==> src/rtl/x4_approx_sub_pkg.sv <==
// Shared types and helpers for the nibble-serial approximate subtractor.
// Cell equations, slice count and per-nibble approximation mask live here.
package x4_approx_sub_pkg;

  typedef enum logic [1:0] {
    StIdle = 2'd0,
    StRun  = 2'd1,
    StDone = 2'd2
  } state_e;

  function automatic int unsigned nib_count(input int unsigned width);
    return width / 4;
  endfunction

  // Bit j set iff absolute bit 4*nib_idx+j falls below the approximate region boundary.
  function automatic logic [3:0] approx_mask(input int unsigned nib_idx,
                                             input int unsigned approx_bits);
    logic [3:0] m;
    for (int unsigned j = 0; j < 4; j++) begin
      m[j] = ((4 * nib_idx + j) < approx_bits);
    end
    return m;
  endfunction

  // Returns {borrow_out, difference}.
  function automatic logic [1:0] cell_exact(input logic a, input logic b, input logic bi);
    return {(~a & b) | (~(a ^ b) & bi), a ^ b ^ bi};
  endfunction

  function automatic logic [1:0] cell_approx(input logic a, input logic b);
    return {~a & b, a ^ b};
  endfunction

endpackage

==> src/rtl/x4_approx_sub.sv <==
// Combinational 4-bit subtract slice; each bit picks the approximate or exact cell
// from approx_mask, and the borrow ripples LSB to MSB.
module x4_approx_sub
  import x4_approx_sub_pkg::*;
(
  input  logic [3:0] a,
  input  logic [3:0] b,
  input  logic       bin,
  input  logic [3:0] approx_mask,
  output logic [3:0] d,
  output logic       bout
);

  logic       br;
  logic [1:0] r;

  always_comb begin
    br = bin;
    r  = '0;
    d  = '0;
    for (int j = 0; j < 4; j++) begin
      r    = approx_mask[j] ? cell_approx(a[j], b[j]) : cell_exact(a[j], b[j], br);
      d[j] = r[0];
      br   = r[1];
    end
    bout = br;
  end

endmodule

==> src/rtl/x4_approx_sub_seq.sv <==
// Nibble-serial approximate subtractor: diff = a - b - bin, one 4-bit slice per clock, LS first.
// Define APPROX_SUB_ERR_EN to add a parallel exact chain and the |exact - approx| err output.
module x4_approx_sub_seq
  import x4_approx_sub_pkg::*;
#(
  parameter int unsigned WIDTH       = 8,
  parameter int unsigned APPROX_BITS = 0
) (
  input  logic             clk,
  input  logic             rst,
  input  logic             in_valid,
  output logic             in_ready,
  input  logic [WIDTH-1:0] a,
  input  logic [WIDTH-1:0] b,
  input  logic             bin,
  output logic             out_valid,
  input  logic             out_ready,
  output logic [WIDTH-1:0] diff,
  output logic             bout
`ifdef APPROX_SUB_ERR_EN
  ,
  output logic [WIDTH-1:0] err
`endif
);

  localparam int unsigned NIB  = nib_count(WIDTH);
  localparam int unsigned CntW = (NIB > 1) ? $clog2(NIB) : 1;

  state_e           state_q, state_d;
  logic [WIDTH-1:0] a_q, a_d, b_q, b_d, diff_q, diff_d;
  logic             borrow_q, borrow_d, bout_q, bout_d;
  logic [CntW-1:0]  cnt_q, cnt_d;
  logic             last_nib;
  logic [3:0]       mask, slice_d;
  logic             slice_bout;
  logic [WIDTH+3:0] diff_shift;

  assign last_nib   = (cnt_q == CntW'(NIB - 1));
  assign mask       = approx_mask(32'(cnt_q), APPROX_BITS);
  // New nibble enters at the MSB side; after NIB shifts the LS nibble sits at bit 0.
  assign diff_shift = {slice_d, diff_q};

  x4_approx_sub u_slice (
    .a           (a_q[3:0]),
    .b           (b_q[3:0]),
    .bin         (borrow_q),
    .approx_mask (mask),
    .d           (slice_d),
    .bout        (slice_bout)
  );

`ifdef APPROX_SUB_ERR_EN
  logic [WIDTH-1:0] ex_diff_q, ex_diff_d, err_q, err_d;
  logic             ex_borrow_q, ex_borrow_d;
  logic [3:0]       ex_slice_d;
  logic             ex_slice_bout;
  logic [WIDTH+3:0] ex_shift;
  logic [WIDTH-1:0] ex_next, ap_next;

  x4_approx_sub u_slice_exact (
    .a           (a_q[3:0]),
    .b           (b_q[3:0]),
    .bin         (ex_borrow_q),
    .approx_mask (4'b0000),
    .d           (ex_slice_d),
    .bout        (ex_slice_bout)
  );

  assign ex_shift = {ex_slice_d, ex_diff_q};
  assign ex_next  = ex_shift[WIDTH+3:4];
  assign ap_next  = diff_shift[WIDTH+3:4];
  assign err      = err_q;
`endif

  always_comb begin
    state_d  = state_q;
    a_d      = a_q;
    b_d      = b_q;
    diff_d   = diff_q;
    borrow_d = borrow_q;
    bout_d   = bout_q;
    cnt_d    = cnt_q;
`ifdef APPROX_SUB_ERR_EN
    ex_diff_d   = ex_diff_q;
    ex_borrow_d = ex_borrow_q;
    err_d       = err_q;
`endif
    unique case (state_q)
      StIdle: begin
        if (in_valid) begin
          a_d      = a;
          b_d      = b;
          borrow_d = bin;
          cnt_d    = '0;
          state_d  = StRun;
`ifdef APPROX_SUB_ERR_EN
          ex_borrow_d = bin;
`endif
        end
      end
      StRun: begin
        a_d      = a_q >> 4;
        b_d      = b_q >> 4;
        diff_d   = diff_shift[WIDTH+3:4];
        borrow_d = slice_bout;
        cnt_d    = cnt_q + CntW'(1);
`ifdef APPROX_SUB_ERR_EN
        ex_diff_d   = ex_next;
        ex_borrow_d = ex_slice_bout;
`endif
        if (last_nib) begin
          bout_d  = slice_bout;
          state_d = StDone;
`ifdef APPROX_SUB_ERR_EN
          err_d = (ex_next >= ap_next) ? (ex_next - ap_next) : (ap_next - ex_next);
`endif
        end
      end
      StDone: begin
        if (out_ready) state_d = StIdle;
      end
      default: state_d = StIdle;
    endcase
  end

  always_ff @(posedge clk) begin
    if (rst) begin
      state_q  <= StIdle;
      a_q      <= '0;
      b_q      <= '0;
      diff_q   <= '0;
      borrow_q <= 1'b0;
      bout_q   <= 1'b0;
      cnt_q    <= '0;
`ifdef APPROX_SUB_ERR_EN
      ex_diff_q   <= '0;
      ex_borrow_q <= 1'b0;
      err_q       <= '0;
`endif
    end else begin
      state_q  <= state_d;
      a_q      <= a_d;
      b_q      <= b_d;
      diff_q   <= diff_d;
      borrow_q <= borrow_d;
      bout_q   <= bout_d;
      cnt_q    <= cnt_d;
`ifdef APPROX_SUB_ERR_EN
      ex_diff_q   <= ex_diff_d;
      ex_borrow_q <= ex_borrow_d;
      err_q       <= err_d;
`endif
    end
  end

  assign in_ready  = (state_q == StIdle);
  assign out_valid = (state_q == StDone);
  assign diff      = diff_q;
  assign bout      = bout_q;

endmodule
==> config.mk <==
export PLATFORM = sky130hd
export DESIGN_NAME = x4_approx_sub_seq
export DESIGN_NICKNAME = d
export VERILOG_FILES = /design/src/rtl/x4_approx_sub_pkg.sv /design/src/rtl/x4_approx_sub.sv /design/src/rtl/x4_approx_sub_seq.sv
export SDC_FILE = /design/constraint.sdc
export NUM_CORES = 1
export LEC_CHECK = 0
export ABC_AREA = 0
export BUFFER_PORTS_ARGS = -buffer_cell sky130_fd_sc_hd__buf_4
export CAP_MARGIN = 30
export CORE_MARGIN = 5
export CORE_UTILIZATION = 51
export CTS_CLUSTER_SIZE = 25
export DETAILED_ROUTE_END_ITERATION = 7
export PLACE_DENSITY = 0.77
export SKIP_CTS_REPAIR_TIMING = 1
export SLEW_MARGIN = 20
export SYNTH_ARGS = -nofsm -noshare
export SYNTH_HDL_FRONTEND = slang
export SYNTH_SLANG_ARGS = --single-unit
==> constraint.sdc <==
create_clock -name clk -period 2.7 [get_ports clk]
set_input_delay 0.54 -clock clk [delete_from_list [all_inputs] [get_ports clk]]
set_output_delay 0.54 -clock clk [all_outputs]
set_load 0.01 [all_outputs]
After elaboration in Yosys (flattened, before gate mapping):

Cells that the tools add are included.

* memories kept: 0
* register bits after elaboration: 29
* logic and storage cells: 69
* input port bits: 21
* bits in read-only memories: 0
* bits in latches: 0
* bits in writable memories: 0

* divide/modulo/power cells: 0
* shifts and indexed selects: 0
* equal/unequal tests: 5
* reduce and logical (&&, ||, !) cells: 5
* $mul: 0
* add/sub/neg operators: 4
* $lt $le $gt $ge: 4
* bitwise gates (word level): 28
* muxes and demuxes: 16

Operators with widths (number)
* one-hot mux 8 bit (2 select lines): 2
* 2-to-1 mux 8 bit: 2
* 2-to-1 mux 2 bit: 7
* < comparator 4 x 1 -> 1 bit (second input constant): 3
* adder 3 x 2 -> 4 bit (second input constant): 2
* AND 1 bit: 8
* NOT 1 bit: 8
* XOR 1 bit: 8
* one-hot mux 2 bit (3 select lines): 1
* adder 3 x 1 -> 4 bit (second input constant): 1
* != test 2 bit (second input constant): 2
* bitwise OR 1 bit: 4
* one-hot mux 1 bit (2 select lines): 2
* AND reduction 2 bit: 2
* < comparator 3 x 1 -> 1 bit (second input constant): 1
* AND reduction 3 bit: 1
* equality test 2 x 1 -> 1 bit (second input constant): 1
* equality test 2 bit (second input constant): 1
* logical NOT 2 bit: 1
* 2-to-1 mux 1 bit: 2
* != test 2 x 1 -> 1 bit (second input constant): 1
* nonzero test 2 bit: 1
* adder 1 bit (second input constant): 1

Depth between registers and ports, before layout:

* word-level depth: 15
* depth in mapped cells: 9
* depth with buffers taken out: 9

Cells and area by module:

A second synthesis with hierarchy kept.

* cells, all modules: 153
* area, all modules: 1402.6 µm²

Modules (own cells, without submodules)
* x4_approx_sub_seq: area each 1161.1 µm², cells each 126, instances 1
* x4_approx_sub: area each 241.5 µm², cells each 27, instances 1

Worst setup path before layout:

OpenSTA, ideal clock, no wires.

* kind: flip-flop to flip-flop
* start point: reg b_q[0]
* end point: reg diff_q[7], in the netlist diff[7]
* path buffers: 0
* arrival: 1.835 ns
* slack: 0.729 ns
* stages on the path, launching flop included: 10
* clock period less this slack: 1.971 ns
* data required time: 2.565 ns
* path through: dfxtp_1 -> inv_1 -> fa_1 -> inv_1 -> fa_1 -> fa_1 -> inv_1 -> fa_1 -> nand2_1 -> a21oi_1

* word-level cells in the longest chain between the ends: 13

RTL lines
* start, declared: line x4_approx_sub_seq.sv:30 `logic [WIDTH-1:0] a_q, a_d, b_q, b_d, diff_q, diff_d;`
* start signal, assigned: line x4_approx_sub_seq.sv:130 `b_q <= '0;`
* start signal, assigned: line x4_approx_sub_seq.sv:143 `b_q <= b_d;`
* XOR 1 bit: line x4_approx_sub_pkg.sv:27 `return {(~a & b) | (~(a ^ b) & bi), a ^ b ^ bi};`
* NOT 1 bit: line x4_approx_sub_pkg.sv:27
* AND 1 bit: line x4_approx_sub_pkg.sv:27
* bitwise OR 1 bit: line x4_approx_sub_pkg.sv:27
* 2-to-1 mux 2 bit (*): line x4_approx_sub.sv:22 `r = approx_mask[j] ? cell_approx(a[j], b[j]) : cell_exact(a[j], b[j], br);`
* AND 1 bit (*): line x4_approx_sub_pkg.sv:27
* bitwise OR 1 bit (*): line x4_approx_sub_pkg.sv:27
* 2-to-1 mux 2 bit (*): line x4_approx_sub.sv:22
* AND 1 bit (*): line x4_approx_sub_pkg.sv:27
* bitwise OR 1 bit (*): line x4_approx_sub_pkg.sv:27
* 2-to-1 mux 2 bit (*): line x4_approx_sub.sv:22
* XOR 1 bit (*): line x4_approx_sub_pkg.sv:27
* 2-to-1 mux 2 bit (*): line x4_approx_sub.sv:22
* named net slice_d[3]: line x4_approx_sub_seq.sv:34 `logic [3:0] mask, slice_d;`
* end signal, assigned: line x4_approx_sub_seq.sv:144 `diff_q <= diff_d;`
* end, declared: line x4_approx_sub_seq.sv:30

Mark *: on every way through the listed nets, which the timed path passes. The rest lies on a longest branch.
A chain may end at the register's enable or synchronous reset.

Final worst setup path:

* start point: reg a_q[0]
* end point: reg diff_q[7], in the netlist diff[7]

* word-level cells in the longest chain between the ends: 13

RTL lines
* start, declared: line x4_approx_sub_seq.sv:30
* start signal, assigned: line x4_approx_sub_seq.sv:129 `a_q <= '0;`
* start signal, assigned: line x4_approx_sub_seq.sv:142 `a_q <= a_d;`
* XOR 1 bit: line x4_approx_sub_pkg.sv:27
* NOT 1 bit: line x4_approx_sub_pkg.sv:27
* AND 1 bit: line x4_approx_sub_pkg.sv:27
* bitwise OR 1 bit: line x4_approx_sub_pkg.sv:27
* 2-to-1 mux 2 bit (*): line x4_approx_sub.sv:22
* AND 1 bit (*): line x4_approx_sub_pkg.sv:27
* bitwise OR 1 bit (*): line x4_approx_sub_pkg.sv:27
* 2-to-1 mux 2 bit (*): line x4_approx_sub.sv:22
* AND 1 bit (*): line x4_approx_sub_pkg.sv:27
* bitwise OR 1 bit (*): line x4_approx_sub_pkg.sv:27
* 2-to-1 mux 2 bit (*): line x4_approx_sub.sv:22
* XOR 1 bit (*): line x4_approx_sub_pkg.sv:27
* 2-to-1 mux 2 bit (*): line x4_approx_sub.sv:22
* named net slice_d[3]: line x4_approx_sub_seq.sv:34

Marked as above.

==> results.sh <==
export IMPL_yosys_area_share_simple_pct=14.0
export IMPL_grt_ovfl_total=0
export IMPL_grt_pass1_wl_mm=4.20
export IMPL_seq_area_frac_synth_pct=46.0
export IMPL_fin_worst_skew_ns=0.00527
export IMPL_dp_hpwl_mm=1.92
export IMPL_finalCriticalPeriod_ns=2.05
export IMPL_relSlewSlack_pct=63.4
export IMPL_stdcell_area_um2=1530
export IMPL_wl_met2_mm=1.25
export IMPL_leakage_nw=0.639
export IMPL_highest_layer="met4"
export IMPL_synthesis_area_um2=1260
export IMPL_tightestPinTransition_ns=0.548
export IMPL_antennaDiodeCount=0
export IMPL_drtIter0Drc=46
export IMPL_tns_ns=0
export IMPL_p_per_area_nw_per_um2=618
export IMPL_synth_top_family_by_area="compound AO/OA/AOI/OAI gates"
export IMPL_endpoint_kind="flop"
export IMPL_wl_met1_mm=1.05
export IMPL_path_clk_slew_ns=0.09
export IMPL_place_inst=183
export IMPL_synth_top_cell_area_share_pct=46.0
export IMPL_io_buffers=31
export IMPL_finalSetupViolCount=0
export IMPL_r2r_start="a_q[0]"
export IMPL_cts_htree_levels=2
export IMPL_hp_class="flop to flop"
export IMPL_drtPass1Iterations=4
export IMPL_synth_nets=154
export IMPL_r2r_cells=8
export IMPL_yosys_area_top_type="dfxtp_1"
export IMPL_hold_end="diff[2]"
export IMPL_synth_mux_area_share_pct=0
export IMPL_combPwrFrac_pct=20.1
export IMPL_place_gp_congestion=0.771
export IMPL_avgSynthCellArea_um2=9.78
export IMPL_start_util_pct=52.3
export IMPL_fin_util_pct=63.3
export IMPL_placed_cell_area_um2=1470
export IMPL_final_nets=185
export IMPL_ys_ff_latch=29
export IMPL_antenna_found_initial=0
export IMPL_synth_distinct_cells=22
export IMPL_finalHoldViolations=0
export IMPL_cts_buffers=5
export IMPL_reg2reg_to="diff[7]"
export IMPL_drive_gt1_share_pct=35.6
export IMPL_arrival_ns=2.26
export IMPL_min_period_over_period_pct=76.0
export IMPL_critical_path_required_ns=2.90
export IMPL_syn_inst=129
export IMPL_yosysMostFrequentCell="dfxtp_1"
export IMPL_start_kind="flop"
export IMPL_rsz0062_at_grt="no"
export IMPL_chipWidth_um=59.7
export IMPL_insertion_delay_ns=0.32
export IMPL_crit_fanout=2
export IMPL_fillers=208
export IMPL_met3WireLength_um=211
export IMPL_fin_total_pwr_mw=0.943
export IMPL_cts_sink_count=29
export IMPL_power_frac_seq_pct=52.2
export IMPL_maxCapViolations=0
export IMPL_clockRootBuffer="clkbuf_4"
export IMPL_clkPwrFrac_pct=27.7
export IMPL_path_class="flop to flop"
export IMPL_ys_warn_count=0
export IMPL_die_h_um=59.7
export IMPL_peakVddDrop_mv=0.407
export IMPL_worstHoldPathCells=2
export IMPL_synth_ff_type="dfxtp_1"
export IMPL_whs_ns=0.463
export IMPL_grt_max_degree=30
export IMPL_post_place_ws_ns=0.651
export IMPL_p_int_mw=0.681
export IMPL_finalMaxSlewViolations=0
export IMPL_grtUsageTotal_pct=16.1
export IMPL_instances_no_fill=190
export IMPL_power_net_switching_mw=0.262
export IMPL_grt_pass1_vias=949
export IMPL_ios=32
export IMPL_synth_top_cells_by_count="dfxtp_1 (29), a21oi_1 (18), inv_1 (16)"
export IMPL_fp_row_count=18
export IMPL_min_from="diff[2]"
export IMPL_max_clock_freq_mhz=487
export IMPL_synth_area_leaders="dfxtp_1 (46%), o221a_2 (8.0%), a21oi_1 (7.1%)"
export IMPL_fin_ws_ns=0.648
export IMPL_synth_edf_count=0
export IMPL_postRouteAntennaNets=0
export IMPL_status="finished clean"
export IMPL_synth_xor_area_share_pct=0
export IMPL_cts_tree="yes"
export IMPL_via_per_inst=5.31
export IMPL_die_area_um2=3570
export IMPL_async_flop_share_pct=0
export IMPL_wl_per_cell_um=13.5
export IMPL_swShare_pct=27.8
export IMPL_rrSetupSlack_ns=0.65
export IMPL_syn_to_final_growth_pct=21.0
export IMPL_core_um2=2410
export IMPL_wirelength_mm=2.57
export IMPL_drcViolationCount=0
export IMPL_synth_compound_area_share_pct=24.1
export IMPL_clock_path_buffers=2
export IMPL_dr_total_vias=1008
export IMPL_synthAdderAreaFrac_pct=6.35
[cell type report]
class,count,area [µm²],area share (%)
inverter,16,60.1,3.93
multi-input combinational,77,561,36.7
sequential,29,581,38.0
tap,30,37.5,2.46
timing repair buffer,31,233,15.2
clock buffer,7,55.1,3.61
[how the worst max path moves through the flow]
| stage | to | startpoint | slack, ns |
|---|---|---|---|
| floorplan | diff[7] | b_q[0] | 0.73 |
| global placement | diff[7] | b_q[0] | 0.68 |
| detailed placement | diff[7] | b_q[0] | 0.65 |
| CTS | diff[7] | b_q[0] | 0.63 |
| global route | diff[7] | b_q[0] | 0.52 |
| finish | diff[7] | a_q[0] | 0.65 |
[power groups by stage]
stage                     registers (mW)  logic, mW  clock network (mW)
after floorplan                    0.497      0.135                   0
after global placement             0.500      0.186                   0
after detailed placement           0.502      0.190                   0
after CTS                          0.492      0.192               0.270
after global routing               0.497      0.213               0.289
final                              0.492      0.190               0.262
[per-layer routing]
layer / vias to the layer above / track usage [%]
li1: 503 / -
met1: 463 / 16.9
met2: 34 / 27.6
met3: 8 / 7.13
met4: 0 / 7.28
met5: - / 0
[sequential cells by signal, summed over array words and instances (netlist names)]
register	flops
a_q	8
cnt_q	1
b_q	8
state_q	2
borrow_q	1
diff	8
bout	1
[critical path, cell delays in order, from the launching register on]
cell and delay, ns:
dfxtp_1 0.37, fa_1 0.18, inv_1 0.05, fa_1 0.37, fa_1 0.36, inv_1 0.07
fa_1 0.40, nand2_1 0.07, a21oi_1 0.06
[placed cells by master, fill, tap and decap left out, types with 3 or more instances in the layout]
cell type	count
a21oi_1	18
a22oi_1	9
buf_4	31
clkbuf_4	5
dfxtp_1	29
fa_1	4
inv_1	16
nand2_1	13
nor2_1	10
nor2_2	3
o221a_2	9
[kinds of logic after synthesis]
kind of cell | count (synthesis)
AO/OA/AOI/OAI | 40
adder cells (fa/ha/maj) | 4
buffers and inverters | 23
flip-flops | 29
AND/OR/NAND/NOR | 33
Note: power is estimated with default switching activity, not from simulation.
